==> src/rtl/multi_cycle_controller_pkg.sv <==
// Shared encodings for the multi-cycle RV32I control path: FSM states, opcodes and the
// select/control codes understood by the extender, ALU and datapath muxes.
package multi_cycle_controller_pkg;

    typedef enum logic [3:0] {
        StFetch    = 4'd0,
        StDecode   = 4'd1,
        StMemAdr   = 4'd2,
        StMemRead  = 4'd3,
        StMemWb    = 4'd4,
        StMemWrite = 4'd5,
        StExecR    = 4'd6,
        StExecI    = 4'd7,
        StAluWb    = 4'd8,
        StBranch   = 4'd9,
        StJal      = 4'd10,
        StLui      = 4'd11,
        StError    = 4'd12
    } state_e;

    localparam logic [6:0] OpLoad   = 7'b0000011;
    localparam logic [6:0] OpStore  = 7'b0100011;
    localparam logic [6:0] OpRType  = 7'b0110011;
    localparam logic [6:0] OpIType  = 7'b0010011;
    localparam logic [6:0] OpBranch = 7'b1100011;
    localparam logic [6:0] OpJal    = 7'b1101111;
    localparam logic [6:0] OpLui    = 7'b0110111;

    localparam logic [2:0] ImmI = 3'b000;
    localparam logic [2:0] ImmS = 3'b001;
    localparam logic [2:0] ImmB = 3'b010;
    localparam logic [2:0] ImmJ = 3'b011;
    localparam logic [2:0] ImmU = 3'b100;

    localparam logic [2:0] AluAdd = 3'b000;
    localparam logic [2:0] AluSub = 3'b001;
    localparam logic [2:0] AluAnd = 3'b010;
    localparam logic [2:0] AluOr  = 3'b011;
    localparam logic [2:0] AluXor = 3'b100;
    localparam logic [2:0] AluSlt = 3'b101;

    localparam logic [1:0] SrcAPc    = 2'b00;
    localparam logic [1:0] SrcAOldPc = 2'b01;
    localparam logic [1:0] SrcARs1   = 2'b10;
    localparam logic [1:0] SrcAZero  = 2'b11;

    localparam logic [1:0] SrcBRs2  = 2'b00;
    localparam logic [1:0] SrcBImm  = 2'b01;
    localparam logic [1:0] SrcBFour = 2'b10;

    localparam logic [1:0] ResAluOut    = 2'b00;
    localparam logic [1:0] ResData      = 2'b01;
    localparam logic [1:0] ResAluResult = 2'b10;

    // Internal FSM-to-decoder request: force add, force sub, or decode funct fields.
    localparam logic [1:0] AluOpAdd   = 2'b00;
    localparam logic [1:0] AluOpSub   = 2'b01;
    localparam logic [1:0] AluOpFunct = 2'b10;

endpackage

==> src/rtl/multi_cycle_controller_alu_decoder.sv <==
// Combinational ALU operation decode from the FSM request and the instruction funct fields.
module multi_cycle_controller_alu_decoder
    import multi_cycle_controller_pkg::*;
(
    input  logic       op5,
    input  logic [2:0] funct3,
    input  logic       funct7b5,
    input  logic [1:0] aluop,
    output logic [2:0] alucontrol
);

    always_comb begin
        alucontrol = AluAdd;
        unique case (aluop)
            AluOpSub: alucontrol = AluSub;
            AluOpFunct: begin
                case (funct3)
                    // instr[30] is part of the immediate for I-type, so only R-type subtracts
                    3'b000:  alucontrol = (op5 && funct7b5) ? AluSub : AluAdd;
                    3'b010:  alucontrol = AluSlt;
                    3'b100:  alucontrol = AluXor;
                    3'b110:  alucontrol = AluOr;
                    3'b111:  alucontrol = AluAnd;
                    default: alucontrol = AluAdd;
                endcase
            end
            default: alucontrol = AluAdd;
        endcase
    end

endmodule

==> src/rtl/multi_cycle_controller.sv <==
// Main control FSM of the multi-cycle RV32I core: sequences each instruction, drives the
// datapath selects and write enables, flags unsupported opcodes and counts retirements.
module multi_cycle_controller
    import multi_cycle_controller_pkg::*;
#(
    parameter int unsigned CNT_W = 32
) (
    input  logic             clk,
    input  logic             reset_n,
    input  logic [6:0]       op,
    input  logic [2:0]       funct3,
    input  logic             funct7b5,
    input  logic             zero,
    output logic [2:0]       immsrc,
    output logic [1:0]       alusrca,
    output logic [1:0]       alusrcb,
    output logic [1:0]       resultsrc,
    output logic [2:0]       alucontrol,
    output logic             adrsrc,
    output logic             irwrite,
    output logic             pcwrite,
    output logic             regwrite,
    output logic             memwrite,
    output logic             illegal,
    output logic [CNT_W-1:0] instret
);

    state_e           state_q, state_d, state_out;
    logic [CNT_W-1:0] instret_q, instret_d;
    logic             illegal_q, illegal_d;
    logic             retire;

    logic       pcupdate, branch;
    logic       irwrite_s, regwrite_s, memwrite_s;
    logic [1:0] aluop;

    always_ff @(posedge clk) begin
        if (!reset_n) begin
            state_q   <= StFetch;
            instret_q <= '0;
            illegal_q <= 1'b0;
        end else begin
            state_q   <= state_d;
            instret_q <= instret_d;
            illegal_q <= illegal_d;
        end
    end

    always_comb begin
        state_d = state_q;
        case (state_q)
            StFetch: state_d = StDecode;
            StDecode: begin
                case (op)
                    OpLoad, OpStore: state_d = StMemAdr;
                    OpRType:         state_d = StExecR;
                    OpIType:         state_d = StExecI;
                    OpBranch:        state_d = StBranch;
                    OpJal:           state_d = StJal;
                    OpLui:           state_d = StLui;
                    default:         state_d = StError;
                endcase
            end
            StMemAdr:   state_d = op[5] ? StMemWrite : StMemRead;
            StMemRead:  state_d = StMemWb;
            StMemWb:    state_d = StFetch;
            StMemWrite: state_d = StFetch;
            StExecR:    state_d = StAluWb;
            StExecI:    state_d = StAluWb;
            StAluWb:    state_d = StFetch;
            StBranch:   state_d = StFetch;
            StJal:      state_d = StAluWb;
            StLui:      state_d = StAluWb;
            StError:    state_d = StError;
            default:    state_d = StFetch;
        endcase
    end

    assign retire    = state_q inside {StMemWb, StMemWrite, StAluWb, StBranch};
    assign instret_d = retire ? instret_q + CNT_W'(1) : instret_q;
    assign illegal_d = illegal_q | (state_d == StError);

    // Under reset the outputs present FETCH selects regardless of the stale state register.
    assign state_out = reset_n ? state_q : StFetch;

    always_comb begin
        immsrc     = ImmI;
        alusrca    = SrcAPc;
        alusrcb    = SrcBRs2;
        resultsrc  = ResAluOut;
        aluop      = AluOpAdd;
        adrsrc     = 1'b0;
        irwrite_s  = 1'b0;
        regwrite_s = 1'b0;
        memwrite_s = 1'b0;
        pcupdate   = 1'b0;
        branch     = 1'b0;
        case (state_out)
            StFetch: begin
                irwrite_s = 1'b1;
                alusrcb   = SrcBFour;
                resultsrc = ResAluResult;
                pcupdate  = 1'b1;
            end
            StDecode: begin
                alusrca = SrcAOldPc;
                alusrcb = SrcBImm;
                immsrc  = ImmB;
            end
            StMemAdr: begin
                alusrca = SrcARs1;
                alusrcb = SrcBImm;
                immsrc  = op[5] ? ImmS : ImmI;
            end
            StMemRead: adrsrc = 1'b1;
            StMemWb: begin
                resultsrc  = ResData;
                regwrite_s = 1'b1;
            end
            StMemWrite: begin
                adrsrc     = 1'b1;
                memwrite_s = 1'b1;
            end
            StExecR: begin
                alusrca = SrcARs1;
                aluop   = AluOpFunct;
            end
            StExecI: begin
                alusrca = SrcARs1;
                alusrcb = SrcBImm;
                aluop   = AluOpFunct;
            end
            StAluWb: regwrite_s = 1'b1;
            StBranch: begin
                alusrca = SrcARs1;
                aluop   = AluOpSub;
                branch  = 1'b1;
            end
            StJal: begin
                alusrca  = SrcAOldPc;
                alusrcb  = SrcBFour;
                immsrc   = ImmJ;
                pcupdate = 1'b1;
            end
            StLui: begin
                alusrca = SrcAZero;
                alusrcb = SrcBImm;
                immsrc  = ImmU;
            end
            default: ;
        endcase
    end

    multi_cycle_controller_alu_decoder u_alu_decoder (
        .op5        (op[5]),
        .funct3     (funct3),
        .funct7b5   (funct7b5),
        .aluop      (aluop),
        .alucontrol (alucontrol)
    );

    assign irwrite  = reset_n & irwrite_s;
    assign regwrite = reset_n & regwrite_s;
    assign memwrite = reset_n & memwrite_s;
    assign pcwrite  = reset_n & (pcupdate | (branch & (zero ^ funct3[0])));
    assign illegal  = illegal_q;
    assign instret  = instret_q;

endmodule

==> config.mk <==
export PLATFORM = sky130hd
export DESIGN_NAME = multi_cycle_controller
export DESIGN_NICKNAME = d
export VERILOG_FILES = /design/src/rtl/multi_cycle_controller_pkg.sv /design/src/rtl/multi_cycle_controller_alu_decoder.sv /design/src/rtl/multi_cycle_controller.sv
export SDC_FILE = /design/constraint.sdc
export NUM_CORES = 1
export LEC_CHECK = 0
export CAP_MARGIN = 20
export CORE_AREA = 2 2 72 74
export DETAILED_ROUTE_END_ITERATION = 6
export DIE_AREA = 0 0 74 76
export PLACE_DENSITY = 0.9
export SETUP_SLACK_MARGIN = 0.02
export SLEW_MARGIN = 20
export SYNTH_ARGS = -nofsm -noshare
export SYNTH_HDL_FRONTEND = slang
export SYNTH_HIERARCHICAL = 1
export SYNTH_SLANG_ARGS = --single-unit
==> constraint.sdc <==
create_clock -name clk -period 1.9 [get_ports clk]
set_input_delay 0.19 -clock clk [delete_from_list [all_inputs] [get_ports clk]]
set_output_delay 0.19 -clock clk [all_outputs]
set_load 0.01 [all_outputs]
==> flow_metrics.env, run 1 <==
export IMPL_critPathMaxStageDelay_ns=0.39
export IMPL_ctsHtreeMaxLevel=2
export IMPL_synth_fp_nets=302
export IMPL_fin_nets=393
export IMPL_yosysTopAreaCell="dfxtp_1"
export IMPL_final_cell_mix="45 x clkdlybuf4s50_1, 34 x buf_4, 32 x dfxtp_1"
export IMPL_portBuffers=63
export IMPL_hold_path_class="reg2reg"
export IMPL_synth_seq_cells=37
export IMPL_r2r_end="instret[22]"
export IMPL_grt_setup_unrepaired="yes"
export IMPL_ir_worst_vdd_mv=0.325
export IMPL_wl_per_cell_um=16.5
export IMPL_met3_usage_pct=6.75
export IMPL_synth_warnings=6
export IMPL_drt_wl_total_mm=7.37
export IMPL_cp_data_required_time_ns=2.11
export IMPL_path_class="reg2reg"
export IMPL_final_antenna_net_count=0
export IMPL_min_to="instret[31]"
export IMPL_endpoint_kind="flip-flop"
export IMPL_cts_root_buf="clkbuf_8"
export IMPL_tritoncts="built"
export IMPL_layout_commonest_cell="clkdlybuf4s50_1"
export IMPL_cts_path_max_buffers=2
export IMPL_finalCriticalPeriod_ns=1.90
export IMPL_vias_per_cell=5.85
export IMPL_synthAdderAreaFrac_pct=1.66
export IMPL_grtUsageTotal_pct=26.4
export IMPL_hpwl_mm=4.34
export IMPL_ys_flop_type="dfxtp_1"
export IMPL_setup_slack_ns=-0.00155
export IMPL_synth_area_top_cells="dfxtp_1 33%, mux2i_1 6.6%, nand2_1 5.5%"
export IMPL_dpl_cell_area_um2=3140
export IMPL_antenna_found_initial=0
export IMPL_whs_ns=0.479
export IMPL_hold_viol=0
export IMPL_syn_to_final_growth_pct=59.6
export IMPL_min_from="instret[31]"
export IMPL_syn_cell_area_um2=2260
export IMPL_fin_crit_sh_pct=100
export IMPL_path_cells="buf_6, xnor2_4, or3_4, buf_12, nor4_2, mux2i_1"
export IMPL_first_iter_violations=211
export IMPL_synth_xor_xnor_area_share_pct=4.26
export IMPL_grt_use_met1_pct=30.9
export IMPL_route_detailed_drc=0
export IMPL_syn_avg_cell_area_um2=7.94
export IMPL_grt_max_degree=40
export IMPL_yosysSeqAreaShare_pct=32.7
export IMPL_holdPathStages=2
export IMPL_crit_fanout=18
export IMPL_r2r_setup_slack_ns=-0.002
export IMPL_synthSimpleGateAreaFrac_pct=36.3
export IMPL_synthCells=285
export IMPL_critPathLaunch="state_q[3]"
export IMPL_grt_busiest_layer="met2"
export IMPL_drv_cap=0
export IMPL_r2r_start="state_q[3]"
export IMPL_die_area_um2=5620
export IMPL_powerDensity_nw_per_um2=514
export IMPL_ctsHoldBuffers=0
export IMPL_rows=26
export IMPL_die_w_um=74
export IMPL_drive_above_1_share_pct=27.9
export IMPL_dieHeight_um=76
export IMPL_p_leak_nw=1.35
export IMPL_synth_top_family_by_area="simple AND/OR/NAND/NOR gates"
export IMPL_slew_headroom_pct=70.4
export IMPL_cp_num_buf_inv=2
export IMPL_worst_pin_slew_ns=0.442
export IMPL_critical_path_slowest_cell="or3_4"
export IMPL_worst_path_dominant_cell_family="simple AND/OR/NAND/NOR gates"
export IMPL_core_area_um2=4910
export IMPL_post_place_cells=430
export IMPL_ios=64
export IMPL_critPathArrivalTime_ns=2.11
export IMPL_start_kind="flip-flop"
export IMPL_async_flop_share_pct=0
export IMPL_setup_viol_count_final=1
export IMPL_yosysTopAreaCellShare_pct=32.7
export IMPL_skew_ns=0.00562
export IMPL_dr_total_vias=2616
export IMPL_synth_compound_area_share_pct=13.0
export IMPL_initial_utilization_pct=46.1
export IMPL_status="finished, violations left"
export IMPL_grt_pass1_wl_mm=12.0
export IMPL_report_final_slew_viol_count=0
export IMPL_antenna_cells=0
export IMPL_synthDistinctLibCells=45
export IMPL_design_area_um2=3610
export IMPL_clk_pin_slew_ns=0.07
export IMPL_grt_pass1_vias=2555
export IMPL_firstDrtPassIters=5
export IMPL_synth_edf_count=0
export IMPL_timing_fmax_ghz=0.526
export IMPL_violations="setup timing"
export IMPL_cts_made_buffers=5
export IMPL_muxShareOfSynthArea_pct=6.63
export IMPL_ff2ff_path_depth=6
export IMPL_clock_latency_ns=0.30
export IMPL_cts_sinks=37
export IMPL_instances_no_fill=447
export IMPL_grtUsageMet2_pct=45.7
export IMPL_p_total_w=0.00186
export IMPL_globalplace_congestion=0.863
export IMPL_overflow=0
==> flip-flops by register name (all words and copies together) (netlist names) <==
name     cells
instret     32
illegal      1
state_q      4
==> area by class of cell <==
type | count | area, um^2
Fill cell | 334 | 1300
Multi-Input combinational cell | 218 | 1710
Timing Repair Buffer | 104 | 945
Clock buffer | 8 | 80.1
Sequential cell | 37 | 754
Tap cell | 70 | 87.6
Inverter | 10 | 37.5
==> cells in the mapped netlist, drive strengths merged (2+ instances only) <==
| library cell | number |
|---|---|
| and4 | 6 |
| dfxtp | 37 |
| nor4b | 4 |
| inv | 10 |
| nor2 | 24 |
| or4 | 6 |
| nand4 | 6 |
| clkbuf | 14 |
| nand2b | 19 |
| o41ai | 4 |
| nor3 | 4 |
| a21oi | 13 |
| xor2 | 2 |
| ha | 3 |
| o311ai | 4 |
| nor3b | 2 |
| nand3b | 3 |
| o21a | 2 |
| mux2i | 15 |
| nor2b | 4 |
| o21ai | 4 |
| or3b | 2 |
| o211ai | 2 |
| or3 | 3 |
| and3 | 2 |
| xnor2 | 9 |
| nand3 | 8 |
| o31ai | 6 |
| buf | 6 |
| nor4 | 17 |
| nand2 | 33 |
==> worst max-delay path by stage <==
stage | endpoint | slack [ns] | depth (start not counted)
after global placement | alucontrol[1] | -0.64 | 8
after global routing | instret[29] | -0.05 | 6
after floorplan | instret[20] | 0.07 | 7
after detailed placement | alucontrol[0] | -0.66 | 9
final | instret[22] | -0.002 | 6
after CTS | alucontrol[0] | -0.1 | 7
==> what timing repair did <==
action,in CTS,in global routing
buffers inserted,8,2
pin swaps,16,7
resized for setup,72,48
endpoints found under the setup margin,40,29
==> worst reg2reg max path, cell delays in order (launching register included) <==
cell and delay, ns:
dfxtp_4 0.38, buf_6 0.14, xnor2_4 0.13, or3_4 0.39
buf_12 0.17, nor4_2 0.33, mux2i_1 0.28
==> per-stage QoR <==
step / TNS [ns] / worst slack, ns / utilization (%)
after floorplan: 0 / 0.0663 / -
after global placement: -3.91 / -0.640 / 63.9
after detailed placement: -4.43 / -0.658 / 63.9
after CTS: -0.0968 / -0.0968 / 70.9
after global routing: -0.132 / -0.0452 / 73.5
final: -0.00155 / -0.00155 / 73.5
==> metal layers <==
layer / wire (um) / up-vias
met5: 0 / -
met4: 127 / 0
met3: 478 / 18
met2: 3950 / 113
met1: 2810 / 1264
li1: - / 1221
==> power breakdown <==
| group | switching (W) | total, W | leakage [nW] | internal, W |
|---|---|---|---|---|
| Clock | 0.000278 | 0.000539 | 0.0395 | 0.000261 |
| Sequential | 0.0000291 | 0.000828 | 0.302 | 0.000799 |
| Combinational | 0.000240 | 0.000490 | 1.00 | 0.000250 |
| Total | 0.000548 | 0.00186 | 1.35 | 0.00131 |
==> cells by family (layout without fill, tap and decap cells) <==
kind of cell    after synthesis  count (layout)
fa+ha+maj                     3               3
simple gates                147             147
mux                          15              15
xor+xnor                     11              11
buf+inv                      30             122
flops                        37              37
compound gates               42              42
Note: power is estimated with default switching activity, not from simulation.
==> run 2, diff against run 1 <==
HOLD_SLACK_MARGIN = 0.06   (was default)
==> results of run 2 <==
No change in the layout: final DEF, timing and power equal those of run 1.
